[src/rtl/sum_avg_buffer.sv]
// sum_avg_buffer
// Buffers 10-bit group sums from the accumulator in a small first-word-fall-through
// FIFO and presents each head entry as an 8-bit average (sum / 4) to the sink.
// Also keeps a 16-bit wrapping count of words delivered on port b, for debug.
//
// Optional build macro:
//   SUM_AVG_ROUND_EN  defined   -> data_out = (sum + 2) >> 2  (round half up)
//                     undefined -> data_out = sum >> 2        (truncate)
//
// ready_a depends only on buffer state. A full buffer therefore refuses a new
// word even in a cycle where the sink is reading; it accepts on the next cycle.

module sum_avg_buffer #(
    parameter int DEPTH = 4,
    parameter int DW    = 10
) (
    input  logic                     clk,
    input  logic                     rst_n,
    input  logic                     valid_a,
    output logic                     ready_a,
    input  logic [DW-1:0]            data_in,
    output logic                     valid_b,
    input  logic                     ready_b,
    output logic [7:0]               data_out,
    output logic [$clog2(DEPTH):0]   count,
    output logic                     full,
    output logic                     empty,
    output logic [15:0]              out_cnt
);

    localparam int AW = $clog2(DEPTH);

`ifdef SUM_AVG_ROUND_EN
    localparam logic [DW:0] RND = (DW+1)'(2);
`else
    localparam logic [DW:0] RND = '0;
`endif

    localparam logic [AW:0] PTR_ONE = {{AW{1'b0}}, 1'b1};

    logic [DW-1:0] mem [DEPTH];
    logic [AW:0]   wr_ptr;
    logic [AW:0]   rd_ptr;
    logic          wr;
    logic          rd;
    logic [DW:0]   sum_ext;
    logic [DW:0]   avg_full;
    logic          unused_bits;

    // Pointer-derived status: the extra MSB distinguishes full from empty.
    assign full    = (wr_ptr[AW-1:0] == rd_ptr[AW-1:0]) && (wr_ptr[AW] != rd_ptr[AW]);
    assign empty   = (wr_ptr == rd_ptr);
    assign ready_a = !full;
    assign valid_b = !empty;
    assign wr      = valid_a && ready_a;
    assign rd      = valid_b && ready_b;

    // Head entry average; a sum of 1020 yields 255 in both modes, so no saturation.
    always_comb begin
        sum_ext     = {1'b0, mem[rd_ptr[AW-1:0]]} + RND;
        avg_full    = sum_ext >> 2;
        data_out    = empty ? 8'd0 : avg_full[7:0];
        unused_bits = ^avg_full[DW:8];
    end

    // Storage array: no reset, stale contents are unreachable once pointers clear.
    always_ff @(posedge clk) begin
        if (wr) begin
            mem[wr_ptr[AW-1:0]] <= data_in;
        end
    end

    // Pointers, occupancy and delivered-word counter.
    always_ff @(posedge clk or negedge rst_n) begin
        if (!rst_n) begin
            wr_ptr  <= '0;
            rd_ptr  <= '0;
            count   <= '0;
            out_cnt <= '0;
        end else begin
            if (wr) begin
                wr_ptr <= wr_ptr + PTR_ONE;
            end
            if (rd) begin
                rd_ptr  <= rd_ptr + PTR_ONE;
                out_cnt <= out_cnt + 16'd1;
            end
            if (wr && !rd) begin
                count <= count + PTR_ONE;
            end else if (rd && !wr) begin
                count <= count - PTR_ONE;
            end
        end
    end

endmodule

[config.mk]
export PLATFORM = sky130hd
export DESIGN_NAME = sum_avg_buffer
export DESIGN_NICKNAME = d
export VERILOG_FILES = /design/src/rtl/sum_avg_buffer.sv
export SDC_FILE = /design/constraint.sdc
export NUM_CORES = 1
export LEC_CHECK = 0
export CELL_PAD_IN_SITES_DETAIL_PLACEMENT = 0
export CELL_PAD_IN_SITES_GLOBAL_PLACEMENT = 2
export CORE_ASPECT_RATIO = 0.75
export CORE_UTILIZATION = 33
export CTS_CLUSTER_DIAMETER = 150
export DETAILED_ROUTE_END_ITERATION = 6
export PLACE_DENSITY_LB_ADDON = 0.25
export SYNTH_ARGS = -nofsm -noshare
export SYNTH_HDL_FRONTEND = slang
export SYNTH_SLANG_ARGS = --single-unit
[constraint.sdc]
create_clock -name clk -period 2.1 [get_ports clk]
set_input_delay 0.21 -clock clk [delete_from_list [all_inputs] [get_ports clk]]
set_output_delay 0.21 -clock clk [all_outputs]
set_load 0.01 [all_outputs]
Yosys cells after proc, flatten, opt, wreduce, memory -nomap -nowiden --
Memories as Yosys holds them, arrays and structs flattened. Index checks and enable logic that the tools add are counted.
Cells by class: $add $sub $neg 5, equal/unequal tests 3, mux-type cells 5, reduce and logical (&&, ||, !) cells 10
Operators with widths (number):
- adder 16 x 1 -> 16 bit (second input constant) | 1
- adder 3 x 1 -> 3 bit (second input constant) | 3
- 2-to-1 mux 8 bit | 1
- 2-to-1 mux 3 bit | 2
- logical AND 1 bit | 5
- zero test 1 bit | 4
- == test 3 bit | 1
- subtractor 3 x 1 -> 3 bit (second input constant) | 1
- == test 2 bit | 1
- 2-to-1 mux 1 bit | 2
- nonzero test 2 bit | 1
- != test 1 bit | 1
Word-level totals: register bits 25, RAM bits 40, input bits 14, output and inout port bits 31, logic and storage cells 28, memories kept 1
Memories:
- mem | words 4, width 10, read ports 1, clocked after Yosys merged registers in 0, wr ports 1, line 41 | logic [DW-1:0] mem [DEPTH];

Depth between registers and ports, before layout --
word-level depth 8, gate-level depth with buffers 10, gate-level depth less buffers 8

Worst setup path before layout --
No wires, ideal clock.
kind flip-flop to flip-flop, from register rd_ptr[1], to register count[2], library setup time 0.079 ns, arrival 2.125 ns, data required time 2.021 ns, path slack -0.104 ns, cell stages (with the launch flop) 10, path buffers 1, period minus slack after synthesis 2.204 ns, cells stage by stage dfrtp_1 -> buf_6 -> xnor2_1 -> a31oi_1 -> ha_1 -> inv_1 -> fa_1 -> xor2_1 -> nor2_1 -> xor2_1
On the way: longest elaborated chain between the ends 7, elaborated cells on any way between the ends 13, those cells by class 2 x eq/ne; 1 x mux; 10 x reduce/logical
Ends and longest elaborated chain:
- from (decl) | line 43 | logic [AW:0] rd_ptr;
- from (signal assigned) | line 85 | rd_ptr <= rd_ptr + PTR_ONE;
- == test 2 bit * | line 51 | assign full = (wr_ptr[AW-1:0] == rd_ptr[AW-1:0]) && (wr_ptr[AW] != rd_ptr[AW]);
- logical AND 1 bit * | line 51
- zero test 1 bit * | line 53 | assign ready_a = !full;
- logical AND 1 bit * | line 55 | assign wr = valid_a && ready_a;
- named net wr | line 44 | logic wr;
- zero test 1 bit | line 90 | end else if (rd && !wr) begin
- logical AND 1 bit | line 90
- nonzero test 2 bit (no source line)
- to (signal assigned) | line 89 | count <= count + PTR_ONE;
- to (signal assigned) | line 91 | count <= count - PTR_ONE;
- to (decl) | line 25 | output logic [$clog2(DEPTH):0] count,
The timed path passes the listed nets; every way through them passes the cells marked *. A chain may end at the register's enable or synchronous reset.

Worst setup path after layout --
from register wr_ptr[1], to register count[2]
On the way: longest elaborated chain between the ends 7, elaborated cells on any way between the ends 13, those cells by class 2 x eq/ne; 1 x mux; 10 x reduce/logical
Ends and longest elaborated chain:
- from (decl) | line 42 | logic [AW:0] wr_ptr;
- from (signal assigned) | line 82 | wr_ptr <= wr_ptr + PTR_ONE;
- == test 2 bit * | line 51
- logical AND 1 bit * | line 51
- zero test 1 bit * | line 53
- logical AND 1 bit * | line 55
- named net wr | line 44
- zero test 1 bit | line 90
- logical AND 1 bit | line 90
- nonzero test 2 bit (no source line)
Marks and branches as above.

==> impl_results.md <==
- Setup WS post-layout: 0.0242 ns
- RSZ-0062 raised after global routing: true
- Average footprint of a synthesized cell: between 15 and 20 um2
- Number of synthesized flops with an enable pin: 32
- Async set or reset register ratio after synthesis: 0.439
- Total grt overflow: 0
- Power per cell area: about 1500 mW/mm2
- Cell total after placement: 307
- Tightest Pin Transition: a little over 0.5 ns
- Post-Synthesis Net Count: around 180
- Cells after Synth: roughly 160
- Die area: 0.00794 mm2
- Worst Hold Slack: approximately 0.25 ns
- Arrival time at the worst endpoint: 2.33 ns
- Overall power: slightly below 5 mW
- Distinct cells, synth: 27
- Die height: 77.4 um
- Post-route antenna net violation count: 0
- Final setup violation count: 0
- Pre-Repair DR Iteration Count: 6
- Final worst path period share: 0.988
- Number of max-slew violations in the final report: 0
- Flop-to-flop setup slack: 0.02 ns
- Number of antenna repair diodes: 0
- Standard-cell rows: 27
- Number of levels the H-tree was split into: 3
- Number of vias after detailed routing: 1454
- Kind of end point of the critical path: register
- Non-filler cells in the finished layout: roughly 330
- TritonCTS buffer count: 9
- Largest net degree at the start of global routing: 26
- IO buf count: 42
- Die outline width: between 100 and 150 um
- # DRC: 1
- Reg2Reg Capture Point: count[2]$_DFFE_PN0P_
- Critical path startpoint category: register
- CTS tree: done
- Proportion of synthesized chip area in sequential cells: 0.634
- Number of ports placed on the die boundary: 45
- Net count, final: 242
- Synthesis-stage register bit count: 57
- Worst-case clock skew: about 0.0062 ns
- Clk sinks: 57
- Initial antenna violation count: 0
- Max-slew headroom: 0.664
- Drt initial violations: 26
- Status: complete, but fails checks
- Detail-routed net length per standard cell: 14.2 um
- Detail-routed via count per cell: 4.46
- Worst-skew pair later-pin latency: 0.33 ns
- Via count of the first global-routing pass: 1572
- Leak pwr: 1.30 nW
- Root Driver: sky130_fd_sc_hd__clkbuf_8
- Initial Utilization: 0.342
- All-layer global routing usage: 0.134
- Sum of routed wire length over all layers: 4.64 mm
- Area of the core region: 0.00733 mm2
- Final hold violations: 0
- Clk pin slew, worst setup/hold paths: 0.06 ns
- Number of warnings printed during yosys synthesis: 0
- Maximum Capacitance Violations: 0
- Maximum frequency from static timing analysis: just under 0.5 GHz
- Startpoint of the most critical register-to-register path: wr_ptr[1]$_DFFE_PN0P_
- Data required time at the worst endpoint: 2.35 ns
- Kind of path behind the tightest hold check: input port to asynchronous set/reset pin
- Pre-CTS setup slack: 0.0327 ns
- Final critical path time including I/O delays and setup: 2.08 ns
- Detailed placement HPWL: about 3.3 mm
- R2R cell count: 9
- Maximum VDD drop: 0.681 mV
- Violations in the final reports: design-rule violations
- Area of the mapped netlist: approximately 0.0025 mm2
- Ratio of cells with drive above 1 in the final layout: 0.213
- Fin util: 0.449
- Relative area change from synthesis to final layout: 31.6%
- Maximum fanout encountered on the critical timing path: 4
- Global placement routability congestion: 0.711
- Worst setup path category: register to register
- Clock Tree Buf Depth: 2
- Global-route wire length before repair: 7.64 mm
- Post-synth top flop: sky130_fd_sc_hd__edfxtp_1
==> cells in the mapped netlist, drive strengths merged, types with 2 or more instances <==
master | count | area (um2)
mux4 | 8 | 203
xor2 | 6 | 52.6
and4 | 2 | 17.5
inv | 7 | 26.3
nand3 | 10 | 50.1
and3 | 3 | 23.8
mux2 | 3 | 33.8
ha | 7 | 87.6
nand4 | 5 | 31.3
nand2 | 3 | 11.3
xnor2 | 20 | 190
and2 | 12 | 75.1
buf | 4 | 32.5
dfrtp | 25 | 626
nor2 | 5 | 18.8
edfxtp | 32 | 961
==> final cells by class <==
cell class	instances	area, um2
Inverter	7	26.3
Fill cell	674	4040
Clock inverter	5	46.3
Multi-Input combinational cell	90	882
Sequential cell	57	1590
Timing Repair Buffer	55	483
Clock buffer	11	141
Tap cell	101	126
==> cells in the final DEF, fill, tap and decap left out, drive strengths merged, types with 2 or more instances in the layout <==
cell type / count
nand4: 5
clkinv: 4
nand3: 10
and4: 2
nand2: 3
ha: 7
clkbuf: 19
clkdlybuf4s50: 32
inv: 7
mux4: 8
and3: 3
xnor2: 20
and2: 12
nor2: 5
mux2: 3
edfxtp: 32
dfrtp: 25
xor2: 6
buf: 13
==> worst max path at each step <==
| stage | start | end | cells past startpoint |
|---|---|---|---|
| 4_1_cts | wr_ptr[1]$_DFFE_PN0P_ | count[2]$_DFFE_PN0P_ | 9 |
| 3_3_place_gp | ready_b | count[1]$_DFFE_PN0P_ | 7 |
| 6_report | wr_ptr[1]$_DFFE_PN0P_ | count[2]$_DFFE_PN0P_ | 9 |
| 3_5_place_dp | ready_b | count[1]$_DFFE_PN0P_ | 7 |
| 5_1_grt | wr_ptr[1]$_DFFE_PN0P_ | count[2]$_DFFE_PN0P_ | 9 |
| 2_1_floorplan | rd_ptr[1]$_DFFE_PN0P_ | count[2]$_DFFE_PN0P_ | 10 |
==> critical path, stage by stage, from the launching register on <==
cell	delay [ns]
sky130_fd_sc_hd__dfrtp_2	0.44
sky130_fd_sc_hd__xnor2_2	0.16
sky130_fd_sc_hd__buf_4	0.15
sky130_fd_sc_hd__a31oi_2	0.21
sky130_fd_sc_hd__ha_2	0.22
sky130_fd_sc_hd__inv_1	0.05
sky130_fd_sc_hd__fa_1	0.37
sky130_fd_sc_hd__xor2_1	0.15
sky130_fd_sc_hd__nor2_1	0.11
sky130_fd_sc_hd__xor2_1	0.15
==> sequential cells by signal (all words and copies together), names as in the netlist <==
signal / cells
wr_ptr: 3
count: 3
out_cnt: 16
mem: 32
rd_ptr: 3
==> per-layer routing <==
metal	global-route usage	vias to the layer above	wire length, um
met2	0.211	32	2340
met1	0.161	715	2060
li1	-	700	-
met5	0	-	0
met3	0.0523	7	190
met4	0.0643	0	51
==> what timing repair did <==
item | in CTS | in global routing
hold buffers | 0 | 0
endpoints found under the setup margin | 9 | 10
resized for setup | 21 | 9
setup buffers | 2 | 1
pin swaps | 1 | 1
==> per-stage QoR <==
stage | area [um2] | TNS [ns]
4_1_cts | 3320 | 0
2_1_floorplan | 2530 | 0
6_report | 3290 | 0
3_5_place_dp | 3110 | 0
3_3_place_gp | 3110 | 0
5_1_grt | 3290 | -0.0628
==> cell families after synthesis <==
kind of cell | after synthesis | share of synthesized area
adder cells (fa/ha/maj) | 8 | 0.0430
multiplexers | 11 | 0.0945
AND/OR/NAND/NOR | 42 | 0.0990
XOR/XNOR | 26 | 0.0970
AO/OA/AOI/OAI | 3 | 0.00800
flip-flops | 57 | 0.634
buffers and inverters | 12 | 0.0250
==> where the power goes <==
part | switching (mW) | internal (mW) | leakage, nW | total [mW]
logic | 0.985 | 1.16 | 0.600 | 2.15
clock network | 0.392 | 0.566 | 0.0958 | 0.957
registers | 0.227 | 1.51 | 0.607 | 1.74
total | 1.60 | 3.24 | 1.30 | 4.85
No activity file was read; power rests on OpenSTA's default activity.
